<file path="src/rtl/seq_match_pkg.sv">
// Shared types and default widths for the programmable serial pattern matcher.
package seq_match_pkg;
    localparam int PAT_W_DEF = 5;
    localparam int CNT_W_DEF = 8;
    localparam int WIN_W_DEF = 12;

    typedef enum logic [1:0] {
        IDLE = 2'd0,
        RUN  = 2'd1,
        DONE = 2'd2
    } state_t;
endpackage

</file>
<file path="src/rtl/seq_pattern_matcher.sv">
// Shift history of received bits with masked compare against the programmed pattern.
import seq_match_pkg::*;

module seq_pattern_matcher #(
    parameter int PAT_W = PAT_W_DEF
) (
    input  logic             clock_i,
    input  logic             reset_i,
    input  logic             clear_i,
    input  logic             step_i,
    input  logic             datain_i,
    input  logic [PAT_W-1:0] pattern_i,
    input  logic [2:0]       len_i,
    input  logic             overlap_i,
    output logic             hit_o
);
    localparam int FW = $clog2(PAT_W + 1);

    logic [PAT_W-2:0] hist_q, hist_d;
    logic [FW-1:0]    fill_q, fill_d;
    logic [PAT_W-1:0] cand, mask;
    logic [FW:0]      fill_p1;
    logic [FW-1:0]    fill_sat;

    assign cand    = {hist_q, datain_i};
    assign fill_p1 = {1'b0, fill_q} + (FW+1)'(1);
    assign fill_sat = (fill_q == FW'(PAT_W)) ? fill_q : fill_p1[FW-1:0];

    always_comb begin
        for (int i = 0; i < PAT_W; i++) begin
            mask[i] = (i < int'(len_i));
        end
    end

    assign hit_o = (fill_p1 >= (FW+1)'(len_i)) && ((cand & mask) == (pattern_i & mask));

    always_comb begin
        hist_d = hist_q;
        fill_d = fill_q;
        if (clear_i) begin
            hist_d = '0;
            fill_d = '0;
        end else if (step_i) begin
            // Non-overlap mode restarts the history so the next match needs fresh bits
            if (hit_o && !overlap_i) begin
                hist_d = '0;
                fill_d = '0;
            end else begin
                hist_d = cand[PAT_W-2:0];
                fill_d = fill_sat;
            end
        end
    end

    always_ff @(posedge clock_i) begin
        if (reset_i) begin
            hist_q <= '0;
            fill_q <= '0;
        end else begin
            hist_q <= hist_d;
            fill_q <= fill_d;
        end
    end
endmodule

</file>
<file path="src/rtl/seq_match_controller.sv">
// Run controller: latches a configuration, counts matches over a window, reports done/timeout.
import seq_match_pkg::*;

module seq_match_controller #(
    parameter int PAT_W = PAT_W_DEF,
    parameter int CNT_W = CNT_W_DEF,
    parameter int WIN_W = WIN_W_DEF
) (
    input  logic             clock_i,
    input  logic             reset_i,
    input  logic             cfg_valid_i,
    output logic             cfg_ready_o,
    input  logic [PAT_W-1:0] cfg_pattern_i,
    input  logic [2:0]       cfg_len_i,
    input  logic             cfg_overlap_i,
    input  logic [CNT_W-1:0] cfg_target_i,
    input  logic [WIN_W-1:0] cfg_window_i,
    input  logic             abort_i,
    input  logic             datain_i,
    input  logic             din_valid_i,
    output logic             busy_o,
    output logic             match_o,
    output logic [CNT_W-1:0] match_count_o,
    output logic             done_o,
    output logic             timeout_o
);
    state_t           state_q, state_d;
    logic [PAT_W-1:0] pat_q, pat_d;
    logic [2:0]       len_q, len_d, len_eff;
    logic             ovl_q, ovl_d;
    logic [CNT_W-1:0] tgt_q, tgt_d;
    logic [WIN_W-1:0] win_q, win_d;
    logic [WIN_W-1:0] bit_cnt_q, bit_cnt_d;
    logic [CNT_W-1:0] cnt_q, cnt_d, cnt_inc;
    logic             timeout_q, timeout_d;
    logic             start, step, hit, success, expire;

    assign start   = (state_q == IDLE) && cfg_valid_i;
    // abort masks the sample entirely, so neither matcher nor counters advance
    assign step    = (state_q == RUN) && din_valid_i && !abort_i;
    assign cnt_inc = (&cnt_q) ? cnt_q : cnt_q + CNT_W'(1);
    assign success = step && hit && (tgt_q != '0) && (cnt_inc == tgt_q);
    assign expire  = step && (win_q != '0) && ((bit_cnt_q + WIN_W'(1)) == win_q);

    always_comb begin
        len_eff = cfg_len_i;
        if (cfg_len_i == 3'd0)              len_eff = 3'd1;
        else if (int'(cfg_len_i) > PAT_W)   len_eff = 3'(PAT_W);
    end

    seq_pattern_matcher #(.PAT_W(PAT_W)) u_matcher (
        .clock_i   (clock_i),
        .reset_i   (reset_i),
        .clear_i   (start),
        .step_i    (step),
        .datain_i  (datain_i),
        .pattern_i (pat_q),
        .len_i     (len_q),
        .overlap_i (ovl_q),
        .hit_o     (hit)
    );

    always_comb begin
        state_d   = state_q;
        pat_d     = pat_q;
        len_d     = len_q;
        ovl_d     = ovl_q;
        tgt_d     = tgt_q;
        win_d     = win_q;
        bit_cnt_d = bit_cnt_q;
        cnt_d     = cnt_q;
        timeout_d = timeout_q;
        case (state_q)
            IDLE: begin
                if (cfg_valid_i) begin
                    state_d   = RUN;
                    pat_d     = cfg_pattern_i;
                    len_d     = len_eff;
                    ovl_d     = cfg_overlap_i;
                    tgt_d     = cfg_target_i;
                    win_d     = cfg_window_i;
                    bit_cnt_d = '0;
                    cnt_d     = '0;
                    timeout_d = 1'b0;
                end
            end
            RUN: begin
                if (abort_i) begin
                    state_d   = IDLE;
                    timeout_d = 1'b0;
                end else if (step) begin
                    bit_cnt_d = bit_cnt_q + WIN_W'(1);
                    if (hit) cnt_d = cnt_inc;
                    if (success) begin
                        state_d   = DONE;
                        timeout_d = 1'b0;
                    end else if (expire) begin
                        state_d   = DONE;
                        timeout_d = 1'b1;
                    end
                end
            end
            DONE:    state_d = IDLE;
            default: state_d = IDLE;
        endcase
    end

    always_ff @(posedge clock_i) begin
        if (reset_i) begin
            state_q   <= IDLE;
            pat_q     <= '0;
            len_q     <= 3'd1;
            ovl_q     <= 1'b0;
            tgt_q     <= '0;
            win_q     <= '0;
            bit_cnt_q <= '0;
            cnt_q     <= '0;
            timeout_q <= 1'b0;
        end else begin
            state_q   <= state_d;
            pat_q     <= pat_d;
            len_q     <= len_d;
            ovl_q     <= ovl_d;
            tgt_q     <= tgt_d;
            win_q     <= win_d;
            bit_cnt_q <= bit_cnt_d;
            cnt_q     <= cnt_d;
            timeout_q <= timeout_d;
        end
    end

    assign cfg_ready_o   = (state_q == IDLE);
    assign busy_o        = (state_q == RUN);
    assign done_o        = (state_q == DONE);
    assign match_o       = step && hit;
    assign match_count_o = cnt_q;
    assign timeout_o     = timeout_q;
endmodule

</file>
<file path="config.mk">
export PLATFORM = sky130hd
export DESIGN_NAME = seq_match_controller
export DESIGN_NICKNAME = d
export VERILOG_FILES = /design/src/rtl/seq_match_pkg.sv /design/src/rtl/seq_pattern_matcher.sv /design/src/rtl/seq_match_controller.sv
export SDC_FILE = /design/constraint.sdc
export NUM_CORES = 1
export LEC_CHECK = 0
export BUFFER_PORTS_ARGS = -buffer_cell sky130_fd_sc_hd__clkbuf_2
export CAP_MARGIN = 20
export CELL_PAD_IN_SITES_DETAIL_PLACEMENT = 1
export CELL_PAD_IN_SITES_GLOBAL_PLACEMENT = 1
export CORE_AREA = 2 2 95 97
export CTS_CLUSTER_SIZE = 30
export DETAILED_ROUTE_END_ITERATION = 12
export DIE_AREA = 0 0 97 99
export PLACE_DENSITY = 0.81
export SETUP_SLACK_MARGIN = 0.15
export SLEW_MARGIN = 40
export SYNTH_ARGS = -nofsm -noshare
export SYNTH_HDL_FRONTEND = slang
export SYNTH_HIERARCHICAL = 1
export SYNTH_SLANG_ARGS = --single-unit
</file>
<file path="constraint.sdc">
create_clock -name clock_i -period 2.6 [get_ports clock_i]
set_input_delay 0.26 -clock clock_i [delete_from_list [all_inputs] [get_ports clock_i]]
set_output_delay 0.26 -clock clock_i [all_outputs]
set_load 0.03 [all_outputs]
</file>
==> flow_summary_export.csv, run 1 <==
group,metric,value,unit
clock_network,clkLatencyLatePin,0.34,ns
floorplan,die_h,99,um
global_route,grt.overflow.total,0,
floorplan,core_region_area,8550,sq um
timing,finalMaxSlewViolations,0,
clock_network,cts_hold_buf,0,
cells_and_area,drive_gt1_share,23.2,%
synthesis,syn_nets,506,
global_route,first_global_vias,3683,
synthesis,synth-seq-cells,59,
run_status,status,"finished clean",
clock_network,cts_max_path_buffers,2,
route,drc,0,
synthesis,ys_seq_area_share,33.4,%
timing,hold_viol,0,
place,port_buffers,47,
route,avgViaCountPerCell,5.65,
place,placed_cells,610,
clock_network,cts-root-buf,"clkbuf_8",
clock_network,numClockSinks,59,
route,first_pass_iters,4,
cells_and_area,layout.cells.non_filler,629,
worst_setup_path,start_kind,"flip-flop",
timing,min_period_over_period,96.1,%
pwr,p_per_area,527,nW/um^2
floorplan,rows,34,
synthesis,syn_avg_cell_area,7.63,sq um
place,place_congestion,0.881,
synthesis,synth.top_cells.by_area,"dfxtp_1 33%, nand2_1 8.8%, a21oi_1 7.6%",
synthesis,ys_async_sr_fraction,0,%
place,place_hpwl,7730,um
synthesis,synth_edf_count,0,
clock_network,clk_pin_slew,0.08,ns
timing,timing.final.crit_period,2.50,ns
cells_and_area,final_core_util,49.9,%
worst_setup_path,cp_max_fo,5,
worst_setup_path,end_kind,"flip-flop",
floorplan,dieWidth,97,um
timing,finalSetupTns,0,ns
synthesis,synth.top_cell.area_share,33.4,%
cells_and_area,diodes,0,
global_route,grt_pass1_wl,18300,um
clock_network,cts_buffers,9,
floorplan,die-area,9600,sq um
synthesis,synth.distinct_cells,63,
route,drtIter0Drc,122,
cells_and_area,nNetsFinal,558,
timing,holdWs,0.128,ns
timing,setup_viol,0,
synthesis,ys_warn_count,6,
synthesis,yosysTopAreaCell,"dfxtp_1",
clock_network,cts_tree,"yes",
timing,setup_slack,0.100,ns
route,ant_nets,0,
synthesis,syn_area,3540,sq um
synthesis,synthCells,464,
worst_setup_path,arrival,2.73,ns
route,wl_per_cell,17.5,um
timing,worst-slew-pin-transition,0.654,ns
worst_setup_path,crit_type,"reg2reg",
floorplan,io_pins,48,
floorplan,initial_core_util,41.4,%
clock_network,h-tree-depth,3,
timing,rsz0062_at_grt,"true",
synthesis,synth_flop_cell,"dfxtp_1",
pwr,peakVddDrop,0.000272,V
place,dp_slack,-0.0502,ns
global_route,grt_max_degree,32,
min_path,min_path_type,"in2reg",
timing,max_slew_margin,56.4,%
timing,finClkSkew,0.0104,ns
route,via_count,3552,
global_route,grt_usage,23.6,%
route,finalWirelength,11000,um
cells_and_area,areaGrowthSynthToFinish,20.5,%
timing,max_freq,400,MHz
worst_setup_path,worst_ep_required_time,2.83,ns
flow_run,maxCapViolations,0,
global_route,antenna_found_initial,0,
cells_and_area,fillCellCount,1082,
pwr,leakagePower,0.00166,uW
Yosys cell counts (6+ instances only):
library cell and instances:
nand2_1 83, dfxtp_1 59, a21oi_1 54, nor2_1 39, nor3_1 19, clkbuf_1 16
xnor2_1 16, o21ai_0 15, nand3_1 13, nand2b_1 12, inv_1 11, xor2_1 10
nor4_1 9, a31oi_1 7, ha_1 7, a22oi_1 6, and3_1 6
per-stage QoR:
stage	instance area, sq um	power, uW
6_report	4260	2250
5_1_grt	4260	2350
4_1_cts	4220	2260
3_5_place_dp	3900	1290
3_3_place_gp	3900	1280
2_1_floorplan	3540	1180
cells by family after synthesis:
family                     share of synthesized area, %
DFF                                                33.4
and+or+nand+nor                                    31.5
AOI/OAI and AO/OA                                  19.8
buffers and inverters                              4.77
adders and majority gates                          2.48
xor gates and xnor gates                           6.44
muxes                                              1.66
what timing repair did:
item,in CTS,in global routing
buffers inserted,2,1
cloned,0,0
endpoints found under the setup margin,9,7
gates resized for setup,23,8
pin swaps,5,6
routing by layer:
layer,part of all wire (%),vias up,GRT usage (%)
met3,4.1,15,3.26
met4,2.1,0,9.75
met5,0,-,0
li1,-,1748,-
met2,51,82,43.0
met1,43,1707,27.9
path summary, 6_finish.rpt:
check / start / endpoint / slack, ns / cells past startpoint
setup / recovery: u_matcher/fill_q[1] / timeout_o / 0.10 / 14
hold / removal: cfg_pattern_i[1] / pat_q[1] / 0.13 / 3
setup reg to reg: u_matcher/fill_q[1] / timeout_o / 0.10 / 14
hold reg to reg: pat_q[1] / pat_q[1] / 0.48 / 2
sequential cells by signal, indices dropped and copies added, names as in the netlist:
signal and cells:
bit_cnt_q 12, win_q 12, match_count_o 8, tgt_q 8, pat_q 5, u_matcher/hist_q 4
len_q 3, u_matcher/fill_q 3, state_q 2, ovl_q 1, timeout_o 1
final cells by class:
type                            instances  area (sq um)  area share, %
Tap cell                              108           135           3.17
Inverter                               11          46.3           1.09
Timing Repair Buffer                   66           392           9.18
Sequential cell                        59          1190           27.9
Multi-Input combinational cell        369          2270           53.3
Clock inverter                          7           101           2.38
Clock buffer                            9           124           2.90
critical path, cell delays in order (launching register included):
cell	delay [ns]
dfxtp_4	0.39
inv_4	0.04
ha_4	0.28
inv_4	0.04
ha_4	0.25
o21ai_2	0.06
o21ai_2	0.14
and4_4	0.24
nand2_4	0.06
inv_2	0.07
o211ai_1	0.10
nor4_2	0.35
buf_4	0.18
a31o_4	0.13
a221oi_2	0.05
power breakdown:
group          switching, uW  leakage [uW]  internal, uW
clock network            412      0.000106           546
registers               36.7      0.000483           932
logic                    189       0.00108           134
total                    637       0.00166          1610
cell usage in the layout, fill, tap and decap left out, types with 7 or more instances in the layout:
| cell | synthesis | routed |
|---|---|---|
| dfxtp_1 | 59 | 55 |
| a31oi_1 | 7 | 7 |
| clkbuf_8 | 2 | 9 |
| a21oi_1 | 54 | 53 |
| xnor2_1 | 16 | 16 |
| nor4_1 | 9 | 8 |
| nor3_1 | 19 | 19 |
| nand2b_1 | 12 | 12 |
| xor2_1 | 10 | 10 |
| nand3_1 | 13 | 13 |
| o21ai_0 | 15 | 13 |
| clkbuf_2 | 1 | 46 |
| nand2_1 | 83 | 82 |
| inv_1 | 11 | 8 |
| nor2_1 | 39 | 39 |
| buf_4 | 2 | 18 |
Note: power is estimated with default switching activity, not from simulation.
==> run 2: changes to the inputs <==
==> constraint.sdc (replaced) <==
create_clock -name clock_i -period 2.6 [get_ports clock_i]
set_input_delay 0.26 -clock clock_i [delete_from_list [all_inputs] [get_ports clock_i]]
set_output_delay 0.26 -clock clock_i [all_outputs]
set_load 0.02 [all_outputs]
==> run 2 against run 1 <==
- combinational power grew 1%
- global-route usage grew 0.37 points
- clock skew shrank 0.0061 ns
- wire length grew 2.7%
- utilization grew 0.38 points
- hold slack lost 0.0017 ns
- largest cell class unchanged
- largest power group is now clock
==> flow_summary_export.csv, run 2 (synthesized netlist as in run 1, its figures left out) <==
group,metric,value,unit
run_status,status,"finished clean",
timing,setup_viol,0,
worst_setup_path,ff2ff_path_depth,12,
cells_and_area,areaGrowthSynthToFinish,21.4,%
floorplan,die_h,99,um
timing,finalMaxSlewViolations,0,
floorplan,dieWidth,97,um
place,place_hpwl,7610,um
floorplan,die-area,9600,sq um
cells_and_area,drive_gt1_share,23.9,%
timing,timing.final.crit_period,2.45,ns
floorplan,initial_core_util,41.4,%
cells_and_area,layout_common_cells,"82 x nand2_1, 54 x dfxtp_1, 53 x a21oi_1, 46 x clkbuf_2, 39 x nor2_1",
floorplan,io_pins,48,
pwr,p_int,1660,uW
clock_network,cts_max_path_buffers,2,
pwr,p_per_area,536,nW/um^2
worst_setup_path,rr_endpoint,"state_q[0]",
pwr,seqPwrFrac,42.0,%
clock_network,cts_tree,"yes",
worst_setup_path,cp_max_fo,7,
cells_and_area,diodes,0,
route,first_pass_iters,4,
route,drc,0,
worst_setup_path,crit_type,"reg2reg",
timing,min_period_over_period,94.3,%
cells_and_area,nNetsFinal,564,
clock_network,numClockSinks,59,
route,ant_nets,0,
floorplan,core_region_area,8550,sq um
clock_network,h-tree-depth,3,
place,port_buffers,47,
worst_setup_path,end_kind,"flip-flop",
clock_network,clkLatencyLatePin,0.35,ns
worst_setup_path,crit_start,"u_matcher/fill_q[0]",
cells_and_area,final_common_cell,"nand2_1",
global_route,grt_usage,24.0,%
worst_setup_path,worst_ep_required_time,2.80,ns
global_route,antenna_found_initial,0,
route,wl_per_cell,17.8,um
place,place_congestion,0.936,
pwr,peakVddDrop,0.000293,V
timing,rsz0062_at_grt,"true",
floorplan,rows,34,
route,drtIter0Drc,169,
worst_setup_path,start_kind,"flip-flop",
timing,max_slew_margin,54.9,%
worst_setup_path,r2r_slack,0.15,ns
pwr,p_switching,640,uW
timing,max_freq,408,MHz
timing,holdWs,0.126,ns
clock_network,clk_pin_slew,0.08,ns
global_route,grt_pass1_wl,18600,um
worst_setup_path,arrival,2.65,ns
route,finalWirelength,11300,um
timing,worst-slew-pin-transition,0.677,ns
pwr,power_frac_comb,14.2,%
clock_network,cts_buffers,9,
global_route,grt_max_degree,32,
timing,finClkSkew,0.00436,ns
cells_and_area,reg_top3,"bit_cnt_q (12), win_q (12)",
route,avgViaCountPerCell,5.77,
global_route,first_global_vias,3759,
global_route,grt.overflow.total,0,
worst_setup_path,rr_startpoint,"u_matcher/fill_q[0]",
clock_network,cts_hold_buf,0,
pwr,clkPwrFrac,43.8,%
flow_run,maxCapViolations,0,
route,via_count,3665,
pwr,switching_share,27.8,%
timing,hold_viol,0,
worst_setup_path,critPathCapture,"state_q[0]",
pwr,leakagePower,0.00170,uW
min_path,min_path_type,"in2reg",
clock_network,cts-root-buf,"clkbuf_8",
cells_and_area,final_core_util,50.2,%
-- run 2: cell count changes in the layout (fill, tap and decap cells not counted), sizes merged --
cell / previous run / this run
clkinvlp: 2 / 1
inv: 12 / 11
clkbuf: 55 / 57
buf: 20 / 26
-- run 2: worst min-delay path by stage --
stage,startpoint,endpoint,slack [ns],cells past startpoint
after global placement,ovl_q,ovl_q,0.46,2
after global routing,cfg_pattern_i[2],pat_q[2],0.12,3
after floorplan,cfg_overlap_i,ovl_q,0.40,2
after CTS,cfg_target_i[3],tgt_q[3],0.12,3
final,cfg_target_i[3],tgt_q[3],0.13,3
after detailed placement,ovl_q,ovl_q,0.46,2
-- run 2: per-layer routing --
metal  track usage (%)  up-vias  wire length (um)  share of wire, %
met2              43.4       92              5780                51
met4              8.45        0               188               1.7
met3              4.75       14               451               4.0
met5                 0        -                 0                 0
met1              28.3     1794              4880                43
li1                  -     1765                 -                 -
-- run 2: power by group through the flow --
stage               Combinational (uW)  Clock [uW]  Sequential, uW
floorplan                          201           0             980
global placement                   288           0             988
detailed placement                 298           0             990
CTS                                315        1020             968
global route                       363        1070             973
finish                             327        1010             968
-- run 2: per-stage QoR --
stage	std cells	total power, uW	TNS, ns	worst slack (ns)	cell area [sq um]
after detailed placement	611	1290	-0.0687	-0.0375	3910
after global routing	635	2410	0	0.0842	4300
after global placement	611	1280	0	0.132	3910
after CTS	632	2300	0	0.103	4230
final	635	2300	0	0.149	4300
after floorplan	464	1180	0	0.191	3540
-- run 2: what timing repair did --
action	CTS	global route
pin swaps	2	4
setup buffers	5	3
resized for setup	16	13
endpoints found under the setup margin	12	11
-- run 2: layout make-up --
class	count	area (sq um)
sequential	59	1190
fill	1083	4250
clock buffer	11	151
tap	108	135
inverter	11	41.3
multi-input combinational	369	2250
clock inverter	5	85.1
timing repair buffer	72	437
-- run 2: critical path: stages (launching register included) --
cell and delay [ns]:
dfxtp_4 0.37, ha_4 0.17, xor2_1 0.16, ha_1 0.32
o21ai_2 0.07, o21ai_2 0.15, and4_4 0.26, nand2_4 0.06
buf_4 0.17, a21oi_2 0.11, nand4bb_1 0.11, and4b_1 0.26
o32ai_1 0.09
==> run 3: changes to the inputs <==
- CELL_PAD_IN_SITES_DETAIL_PLACEMENT: 1 -> unset
- CELL_PAD_IN_SITES_GLOBAL_PLACEMENT: 1 -> unset
- CORE_AREA: 2 2 95 97 -> 2 2 76 114
- CTS_CLUSTER_DIAMETER: unset -> 80
- DIE_AREA: 0 0 97 99 -> 0 0 78 116
- PLACE_DENSITY: 0.81 -> 0.67
==> run 3 against run 2 <==
- clock skew increased by 0.0064 ns
- critical endpoint is now match_o
- global-route usage decreased by 2.8 points
- register-to-register slack improved by 0.11 ns
- largest power group unchanged
- worst setup slack improved by 0.076 ns
- die area decreased by 5.8%
- wire length decreased by 18%
- cell count decreased by 0.47%
- sequential share of layout area decreased by 0.81 points
- sequential power about the same
- utilization increased by 4.9 points
- fmax increased by 3.2%
- critical path type is now reg2out
==> flow_summary_export.csv, run 3 (synthesized netlist as in run 1, its figures left out) <==
group,metric,value,unit
run_status,status,"finished clean",
route,drtIter0Drc,174,
floorplan,core_region_area,8010,sq um
route,first_pass_iters,4,
worst_setup_path,cp_top_family,"adder cells",
route,via_count,3522,
floorplan,dieWidth,78,um
worst_setup_path,r2r_slack,0.26,ns
timing,max_freq,421,MHz
clock_network,clkLatencyLatePin,0.34,ns
worst_setup_path,crit_start,"u_matcher/fill_q[1]",
route,wl_per_cell,14.7,um
cells_and_area,final_common_cell,"nand2_1",
floorplan,rows,40,
cells_and_area,areaGrowthSynthToFinish,24.8,%
worst_setup_path,path_cells,"inv_4 > ha_4 > inv_2 > ha_4 > o21ai_1 > o21ai_1 > and4_4 > nand2_4 > inv_4 > buf_6 > buf_8",
timing,max_slew_margin,50.3,%
cells_and_area,diodes,0,
worst_setup_path,rr_startpoint,"match_count_o[1]",
worst_setup_path,crit_type,"reg2out",
global_route,first_global_vias,3292,
pwr,power_frac_comb,12.6,%
worst_setup_path,critPathSlowestCell,"dfxtp_4",
global_route,use_met3,4.67,%
global_route,grt_pass1_wl,15100,um
timing,worst-slew-pin-transition,0.745,ns
place,place_congestion,0.909,
pwr,p_int,1890,uW
clock_network,cts_hold_buf,0,
timing,hold_viol,0,
cells_and_area,reg_top3,"bit_cnt_q (12), win_q (12)",
worst_setup_path,end_kind,"output port",
flow_run,maxCapViolations,0,
timing,finClkSkew,0.0108,ns
pwr,p_switching,633,uW
worst_setup_path,critPathBufInv,5,
place,place_hpwl,6500,um
cells_and_area,drive_gt1_share,24.7,%
pwr,seqPwrFrac,38.4,%
floorplan,die-area,9050,sq um
clock_network,cts-root-buf,"clkbuf_16",
clock_network,cts_tree,"yes",
timing,timing.final.crit_period,2.37,ns
global_route,grt_max_degree,36,
pwr,p_per_area,572,nW/um^2
route,ant_nets,0,
worst_setup_path,cp_max_fo,4,
clock_network,cts_buffers,9,
worst_setup_path,worst_ep_required_time,2.34,ns
global_route,grt.overflow.total,0,
timing,setup_viol,0,
pwr,peakVddDrop,0.000361,V
cells_and_area,final_core_util,55.2,%
min_path,hold_start,"cfg_target_i[0]",
floorplan,initial_core_util,44.2,%
timing,min_period_over_period,91.3,%
clock_network,numClockSinks,59,
route,avgViaCountPerCell,5.57,
clock_network,cts_max_path_buffers,2,
worst_setup_path,start_kind,"flip-flop",
route,finalWirelength,9290,um
place,port_buffers,47,
route,drc,0,
timing,finalSetupTns,0,ns
global_route,grt_use_met1,21.9,%
global_route,busiest_layer,"met2",
timing,finalMaxSlewViolations,0,
global_route,met2_usage,39.9,%
cells_and_area,nNetsFinal,564,
worst_setup_path,arrival,2.11,ns
global_route,grt_usage,21.2,%
pwr,switching_share,25.1,%
floorplan,die_h,116,um
clock_network,h-tree-depth,3,
floorplan,io_pins,48,
pwr,leakagePower,0.00173,uW
pwr,clkPwrFrac,49.1,%
cells_and_area,layout_common_cells,"82 x nand2_1, 56 x dfxtp_1, 54 x a21oi_1, 46 x clkbuf_2, 38 x nor2_1",
clock_network,clk_pin_slew,0.06,ns
min_path,min_path_type,"in2reg",
global_route,antenna_found_initial,0,
timing,rsz0062_at_grt,"true",
worst_setup_path,critPathMaxStageDelay,0.38,ns
[run 3: timing repair]
item	4_1_cts	5_1_grt
setup buffers	7	3
setup endpoints to repair	3	14
hold endpoints to repair	0	0
gates cloned	0	0
gates resized for setup	12	25
pin swaps	1	8
[run 3: final timing paths]
| path | cells after the start | end |
|---|---|---|
| max | 11 | match_o |
| min | 3 | tgt_q[0] |
| max reg2reg | 7 | state_q[1] |
| min reg2reg | 2 | pat_q[4] |
[run 3: final cells by class]
cell class,count,area (sq um)
fill,779,3590
multi-input combinational,369,2300
sequential,59,1190
timing repair buffer,72,437
clock buffer,12,267
tap,105,131
clock inverter,4,47.5
inverter,11,46.3
[run 3: worst min-delay path: stages]
cell	delay, ns
clkbuf_2	0.08
nand2_1	0.05
a21oi_1	0.05
[run 3: through the flow]
stage	instance area (sq um)	setup WS, ns	hold slack, ns	cells	total power [uW]
floorplan	3540	0.191	0.396	464	1180
global placement	3890	0.184	0.458	606	1270
detailed placement	3890	0.00597	0.464	606	1280
CTS	4280	0.138	0.134	629	2540
global route	4420	0.128	0.145	632	2630
finish	4420	0.225	0.145	632	2530
[run 3: layer usage]
| layer | vias up | routed length [um] | share of wire, % |
|---|---|---|---|
| met5 | - | 0 | 0 |
| met4 | 0 | 280 | 3.0 |
| met3 | 26 | 351 | 3.8 |
| met2 | 78 | 4860 | 52 |
| met1 | 1644 | 3800 | 41 |
| li1 | 1774 | - | - |
[run 3: power groups by stage]
| stage | registers (uW) | clock network [uW] | logic (uW) |
|---|---|---|---|
| 5_1_grt | 974 | 1310 | 353 |
| 4_1_cts | 970 | 1260 | 306 |
| 3_5_place_dp | 989 | 0 | 287 |
| 6_report | 969 | 1240 | 317 |
| 2_1_floorplan | 980 | 0 | 201 |
| 3_3_place_gp | 988 | 0 | 282 |
